<file path="config.mk">
export PLATFORM = sky130hd
export DESIGN_NAME = pend_req_arbiter
export DESIGN_NICKNAME = d
export VERILOG_FILES = /design/src/rtl/pend_req_arbiter_pkg.sv /design/src/rtl/pend_req_arbiter_enc.sv /design/src/rtl/pend_req_arbiter.sv
export SDC_FILE = /design/constraint.sdc
export NUM_CORES = 1
export LEC_CHECK = 0
export CORE_ASPECT_RATIO = 1.5
export CORE_MARGIN = 4
export CORE_UTILIZATION = 35
export DETAILED_ROUTE_END_ITERATION = 7
export GPL_TIMING_DRIVEN = 0
export PLACE_DENSITY_LB_ADDON = 0.15
export SLEW_MARGIN = 15
export SYNTH_ARGS = -nofsm -noshare
export SYNTH_HDL_FRONTEND = slang
export SYNTH_SLANG_ARGS = --single-unit
</file>
<file path="constraint.sdc">
create_clock -name clk -period 4.46 [get_ports clk]
set_input_delay 0.669 -clock clk [delete_from_list [all_inputs] [get_ports clk]]
set_output_delay 0.669 -clock clk [all_outputs]
set_load 0.03 [all_outputs]
</file>
<file path="src/rtl/pend_req_arbiter_pkg.sv">
// -----------------------------------------------------------------------------
// pend_req_arbiter_pkg
//   Shared constants and types for the pending-request arbiter slice.
//   N_REQ : number of request sources (fixed by the 8-to-3 encoder width)
//   IDX_W : width of a source index
//   CNT_W : width of the pending-count output (holds 0..N_REQ)
//   idx_t : source index type
//   popcount() : number of set bits in a request vector
// -----------------------------------------------------------------------------
package pend_req_arbiter_pkg;

    localparam int unsigned N_REQ = 8;
    localparam int unsigned IDX_W = 3;
    localparam int unsigned CNT_W = 4;

    typedef logic [IDX_W-1:0] idx_t;

    function automatic logic [CNT_W-1:0] popcount(input logic [N_REQ-1:0] vec);
        logic [CNT_W-1:0] cnt;
        cnt = {CNT_W{1'b0}};
        for (int i = 0; i < N_REQ; i++) begin
            cnt = cnt + {{(CNT_W-1){1'b0}}, vec[i]};
        end
        return cnt;
    endfunction

endpackage

</file>
<file path="src/rtl/pend_req_arbiter_enc.sv">
// -----------------------------------------------------------------------------
// pend_req_arbiter_enc
//   Highest-index priority encoder, 8 bits in, 3 bits out.
//   req_i : request vector
//   idx_o : index of the highest set bit; meaningless when req_i is zero,
//           so callers must qualify it with |req_i.
// -----------------------------------------------------------------------------
module pend_req_arbiter_enc
    import pend_req_arbiter_pkg::*;
(
    input  logic [N_REQ-1:0] req_i,
    output idx_t             idx_o
);

    // Priority encode: the highest set bit wins.
    always_comb begin
        idx_o = 3'd0;
        casez (req_i)
            8'b1???????: idx_o = 3'd7;
            8'b01??????: idx_o = 3'd6;
            8'b001?????: idx_o = 3'd5;
            8'b0001????: idx_o = 3'd4;
            8'b00001???: idx_o = 3'd3;
            8'b000001??: idx_o = 3'd2;
            8'b0000001?: idx_o = 3'd1;
            8'b00000001: idx_o = 3'd0;
            default:     idx_o = 3'd0;
        endcase
    end

endmodule

</file>
<file path="src/rtl/pend_req_arbiter.sv">
// -----------------------------------------------------------------------------
// pend_req_arbiter
//   Collects one-cycle request pulses from 8 sources into a pending vector,
//   issues the highest pending index on a valid/ready output stage and retires
//   that bit from the pending vector.
//   clk       : rising-edge clock
//   rst_n     : asynchronous active-low reset
//   req_set   : one-cycle request pulses, bit i = source i
//   flush     : synchronous clear of all pending/output/error state
//   out_valid : out_idx carries a valid index
//   out_idx   : selected source index
//   out_ready : consumer accepts out_idx this cycle
//   pend_vec  : pending vector (excludes the index held in the output stage)
//   pend_cnt  : popcount of pend_vec
//   merge_err : sticky flag, request arrived for an already-pending bit
// -----------------------------------------------------------------------------
module pend_req_arbiter
    import pend_req_arbiter_pkg::*;
(
    input  logic             clk,
    input  logic             rst_n,
    input  logic [N_REQ-1:0] req_set,
    input  logic             flush,
    output logic             out_valid,
    output logic [IDX_W-1:0] out_idx,
    input  logic             out_ready,
    output logic [N_REQ-1:0] pend_vec,
    output logic [CNT_W-1:0] pend_cnt,
    output logic             merge_err
);

    logic [N_REQ-1:0] pend_vec_q, pend_vec_d;
    logic             out_valid_q, out_valid_d;
    idx_t             out_idx_q, out_idx_d;
    logic             merge_err_q, merge_err_d;

    logic             ld_s;
    logic             any_pend_s;
    logic             issue_s;
    idx_t             enc_idx_s;
    logic [N_REQ-1:0] clr_mask_s;
    logic             dup_s;

    pend_req_arbiter_enc u_enc (
        .req_i (pend_vec_q),
        .idx_o (enc_idx_s)
    );

    // Issue decision and clear mask; the encoder output is used only when
    // something is pending, so its zero-input value never reaches a register.
    always_comb begin
        ld_s       = ~out_valid_q | out_ready;
        any_pend_s = |pend_vec_q;
        issue_s    = ld_s & any_pend_s;
        if (issue_s) begin
            clr_mask_s = 8'b0000_0001 << enc_idx_s;
        end else begin
            clr_mask_s = {N_REQ{1'b0}};
        end
        // A request for the bit being retired this cycle re-pends; not a duplicate.
        dup_s = |(req_set & pend_vec_q & ~clr_mask_s);
    end

    // Next-state for pending vector, output stage and sticky error.
    always_comb begin
        pend_vec_d  = pend_vec_q;
        out_valid_d = out_valid_q;
        out_idx_d   = out_idx_q;
        merge_err_d = merge_err_q;
        if (flush) begin
            pend_vec_d  = {N_REQ{1'b0}};
            out_valid_d = 1'b0;
            out_idx_d   = out_idx_q;
            merge_err_d = 1'b0;
        end else begin
            // Set wins over clear on the same bit.
            pend_vec_d = (pend_vec_q & ~clr_mask_s) | req_set;
            if (dup_s) begin
                merge_err_d = 1'b1;
            end else begin
                merge_err_d = merge_err_q;
            end
            if (ld_s) begin
                if (any_pend_s) begin
                    out_valid_d = 1'b1;
                    out_idx_d   = enc_idx_s;
                end else begin
                    out_valid_d = 1'b0;
                    out_idx_d   = out_idx_q;
                end
            end else begin
                out_valid_d = out_valid_q;
                out_idx_d   = out_idx_q;
            end
        end
    end

    // State registers with asynchronous reset.
    always_ff @(posedge clk or negedge rst_n) begin
        if (!rst_n) begin
            pend_vec_q  <= {N_REQ{1'b0}};
            out_valid_q <= 1'b0;
            out_idx_q   <= 3'd0;
            merge_err_q <= 1'b0;
        end else begin
            pend_vec_q  <= pend_vec_d;
            out_valid_q <= out_valid_d;
            out_idx_q   <= out_idx_d;
            merge_err_q <= merge_err_d;
        end
    end

    assign pend_vec  = pend_vec_q;
    assign out_valid = out_valid_q;
    assign out_idx   = out_idx_q;
    assign merge_err = merge_err_q;
    assign pend_cnt  = popcount(pend_vec_q);

endmodule

</file>
Word-level counts from Yosys, hierarchy flattened
Cells that the tools add are included.
Storage, ports and cells
  register bits: 13
  input port bits: 12
  output and inout bits: 17
  logic and storage cells: 40
Cells by class
  add/subtract/negate cells: 7
  equality and inequality tests: 6
  shift operators: 1
  muxes and demuxes: 8
  bitwise gates (word level): 9
  reductions and logical operators: 5
Operator list (number)
  8-bit AND: 3
  3-bit case mux with 7 select lines: 1
  4-bit by 1-bit adder with 4-bit output: 4
  8-bit 2-to-1 mux: 2
  8-bit OR reduction: 2
  8-bit inverter: 1
  8-bit OR: 1
  1-bit by 3-bit left shift with 8-bit output, first input constant: 1
  7-bit by 1-bit == test with 1-bit output, second input constant: 1
  6-bit by 1-bit == test with 1-bit output, second input constant: 1
  5-bit by 1-bit == test with 1-bit output, second input constant: 1
  1-bit 2-to-1 mux: 5
  3-bit by 1-bit adder with 4-bit output: 1
  4-bit by 1-bit == test with 1-bit output, second input constant: 1
  2-bit nonzero test: 2
  2-bit by 1-bit adder with 3-bit output: 1
  3-bit by 1-bit == test with 1-bit output, second input constant: 1
  3-bit AND reduction: 1
  1-bit by 1-bit adder with 2-bit output: 1
  2-bit by 1-bit == test with 1-bit output, second input constant: 1
  1-bit inverter: 2
  1-bit AND: 1
  1-bit OR: 1

Longest topological paths before layout
  word-level depth: 9
  gate-level depth with buffers: 8
  mapped depth without buffers: 8

Cells and area by module
A second synthesis with hierarchy kept.
Second synthesis, totals
  cell total of the unflattened synthesis: 108
  area total of the unflattened synthesis: 963.4 sq um
By module, submodules not included
  pend_req_arbiter: instances 1, cells each 98, area each 918.4 sq um, seq. area each 325.3 sq um
  pend_req_arbiter_enc: instances 1, cells each 10, area each 45.0 sq um, seq. area each 0.0 sq um

Worst setup path before layout
Ideal clock, no wire load.
  path kind: register to output
  start: reg pend_vec_q[3], in the netlist pend_vec[3]
  end: out pend_cnt[2]
  arrival: 3159 ps
  required time: 3791 ps
  slack: 632 ps
  cell stages (with the launch flop): 9
  path buffers: 0
  cell sequence: dfrtp_1 -> fa_1 -> inv_1 -> fa_1 -> fa_1 -> inv_1 -> ha_1 -> fa_1 -> xor2_1
Between the ends
  cells in the longest elaborated chain, start to end: 5
RTL lines
  start, declared: RTL line pend_req_arbiter.sv:32  | logic [N_REQ-1:0] pend_vec_q, pend_vec_d;
  start signal, assigned: RTL line pend_req_arbiter.sv:101  | pend_vec_q <= {N_REQ{1'b0}};
  start signal, assigned: RTL line pend_req_arbiter.sv:106  | pend_vec_q <= pend_vec_d;
  3-bit by 1-bit adder with 4-bit output: RTL line pend_req_arbiter_pkg.sv:22  | cnt = cnt + {{(CNT_W-1){1'b0}}, vec[i]};
  4-bit by 1-bit adder with 4-bit output (4 in a row): RTL line pend_req_arbiter_pkg.sv:22
  end, declared: RTL line pend_req_arbiter.sv:28  | output logic [CNT_W-1:0] pend_cnt,
Every way passes these cells.

Worst setup path in the final report
  start: reg pend_vec_q[0], in the netlist pend_vec[0]
  end: out pend_cnt[2]
Between the ends
  cells in the longest elaborated chain, start to end: 7
RTL lines (RTL line)
  1-bit by 1-bit adder with 2-bit output: pend_req_arbiter_pkg.sv:22
  2-bit by 1-bit adder with 3-bit output: pend_req_arbiter_pkg.sv:22
  3-bit by 1-bit adder with 4-bit output: pend_req_arbiter_pkg.sv:22
  4-bit by 1-bit adder with 4-bit output (4 in a row): pend_req_arbiter_pkg.sv:22
Every way passes these cells.

==> impl_metrics.toml <==
[placement]
routabilityCongestion = 0.769
portBuffers = 28
placed_cell_area_mm2 = 0.00114
place_ws_ns = 0.346
hpwl_mm = 1.62

[global_routing]
grt_first_pass_wirelength_mm = 3.46
gr-usage-met1 = 0.185
top_usage_layer = "met2"
grt_pass1_vias = 767
track_usage = 0.157
grtUsageMet3 = 0.0289
use_met2 = 0.253
antenna_found_initial = 0
grt-ovfl-total = 0
grt_max_degree = 14

[setup_path]
critPathMaxFanout = 5
cp_data_arrival_time_ns = 3.48
worstPathRequired_ns = 3.79
critPathKind = "reg2out"
start_kind = "flop"
cp-end-kind = "output pin"
reg2reg_slack_ns = 2.67

[sta]
period_share = 0.930
fin_ws_ns = 0.311
clock_skew_ns = 0.00275
setup_viol = 0
timing.hold.ws_ns = 0.517
finalHoldViolCount = 0
fin_setup_tns_ns = 0
final_max_slew_viol_count = 0
slew_headroom = 0.604
post-route-min-period_ns = 4.15
rsz0062_at_grt = "false"
max_clock_freq_mhz = 241
tightestPinTransition_ns = 0.592

[synth]
synth.avg_cell_area_um2 = 9.83
synth_area_leader_cell = "dfrtp_1"
synthArstFlopShare = 1.00
synth.area.top_cells = "dfrtp_1 (39%), fa_1 (9.6%), a21oi_1 (6.6%)"
synth-xor-area-share = 0.0105
syn-num-nets = 105
synthSimpleGateAreaFrac = 0.172
synth_compound_area_frac = 0.196
synth-edff-count = 0
muxShareOfSynthArea = 0.0180
netlist_area_um2 = 836
synth.top_cell.area_share = 0.389
ys_ff_latch = 13
synth_adder_area_share = 0.156
yosys_warnings = 0
yosysSeqAreaShare = 0.389
synthCells = 85
ys.flop_type = "dfrtp_1"
synth_top_family_by_area = "compound AO/OA/AOI/OAI gates"
synth_cell_types = 27

[clock_network]
hold_buffers = 0
cts_buffer_depth = 2
clk_pin_slew_ns = 0.08
htreeDepth = 1
clk_latency_ns = 0.28
numClockSinks = 13
cts_tree = "built"
cts_buffers = 3
root_buffer = "clkbuf_4"
post-cts-setup-buffers = 0

[die]
io_pins = 29
die_w_um = 47.9
die_area_mm2 = 0.00325
core_area_mm2 = 0.00226
start_util = 0.370
fp.dieH_um = 67.9
placement_rows = 21

[power]
max-vdd-ir-drop_v = 0.000209
power_w = 0.000418
seqPwrFrac = 0.346
p_clk_frac = 0.184
p_comb_frac = 0.470
powerDensity_mw_per_mm2 = 356
switching_share = 0.402
p_leak_nw = 0.522
internal-power_w = 0.000250
p_sw_w = 0.000168

[min_path]
hold_path.class = "reg2reg"

[route]
wire_per_inst_um = 14.7
routed_wl_mm = 2.06
drt_iter0_markers = 3
vias_per_cell = 5.21
drt_pass1_iterations = 4
vias = 730
drcViolationCount = 0
ant_nets = 0

[final_layout]
nets = 138
design_area_mm2 = 0.00117
n_antenna_cell = 0
syn_to_final_growth_pct = 40.4
final_layout_size_suffix_gt1_frac = 0.0684

[outcome]
status = "finished, final reports clean"

[job]
drv_cap = 0
==> cells in the final DEF (no fill, tap or decap), drive strengths merged, types with 2 or more instances in the layout <==
cell type      count
nand3              3
inv               12
a31oi              3
nor2              10
nor2b              2
ha                 4
o21ai              2
a21oi             11
dfrtp             13
fa                 4
clkdlybuf4s50     26
nand2b             2
o211ai             2
nand2              2
clkbuf             5
a41oi              2
==> final cells by class <==
cell class,count,area (µm²)
plain buffers,1,3.75
flip-flops and latches,13,327
repair buffers,28,282
multi-input cells,59,462
fillers,216,1090
clock buffers,4,26.3
inverters,12,45.0
well taps,23,28.8
==> repair_timing <==
action / CTS / global route
endpoints found under the setup margin: 1 / 1
resized for setup: 1 / 2
pin swaps: 0 / 0
cloned: 0 / 0
endpoints found under the hold margin: 0 / 0
==> flip-flops by register name, indices dropped and copies added, names as in the netlist <==
name	cells
out_valid	1
pend_vec	8
merge_err	1
out_idx	3
==> worst max-delay path: stages, from the launching register on <==
cell	delay, ns
dfrtp_1	0.45
fa_1	0.56
inv_1	0.05
fa_1	0.45
fa_1	0.51
inv_1	0.05
ha_1	0.20
fa_1	0.39
xor2_1	0.14
dlygate4sd2_1	0.41
==> kinds of logic after synthesis <==
| kind of cell | after synthesis |
|---|---|
| compound gates | 25 |
| buf+inv | 13 |
| mux | 1 |
| flops | 13 |
| simple gates | 24 |
| xor+xnor | 1 |
| fa+ha+maj | 8 |
==> synth_stat cells, types with 2 or more instances <==
library cell	instances
o211ai_1	2
ha_1	4
nor2b_1	2
nand2_1	2
inv_1	12
a31oi_1	3
nand2b_1	2
a21oi_1	11
a41oi_1	2
nand3_1	3
fa_1	4
o21ai_0	2
nor2_1	10
dfrtp_1	13
==> routing by layer <==
metal | up-vias | share of wire
li1 | 362 | -
met2 | 19 | 0.51
met4 | 0 | 0.030
met5 | - | 0
met3 | 5 | 0.040
met1 | 344 | 0.42
==> power groups by stage <==
stage          combinational [W]   clock, W  sequential [W]
4_1_cts                 0.000201  0.0000791        0.000144
2_1_floorplan           0.000103          0        0.000169
5_1_grt                 0.000217  0.0000841        0.000147
3_5_place_dp            0.000202          0        0.000147
6_report                0.000196  0.0000770        0.000144
3_3_place_gp            0.000199          0        0.000146
==> final timing paths <==
check | cells past startpoint | endpoint | start
worst min register to register | 1 | out_idx[0] | out_idx[0]
worst max register to register | 5 | merge_err | pend_vec[4]
max in group asynchronous | 1 | pend_vec[3] | rst_n
worst min-delay path | 1 | out_idx[0] | out_idx[0]
worst max-delay path | 9 | pend_cnt[2] | pend_vec[0]
min in group asynchronous | 1 | out_idx[1] | rst_n
==> stage by stage <==
stage                     utilization  cells
final                           0.519    140
after global placement          0.507    136
after global routing            0.519    140
after floorplan                     -     85
after detailed placement        0.507    136
after CTS                       0.518    140
Note: power is estimated with default switching activity, not from simulation.
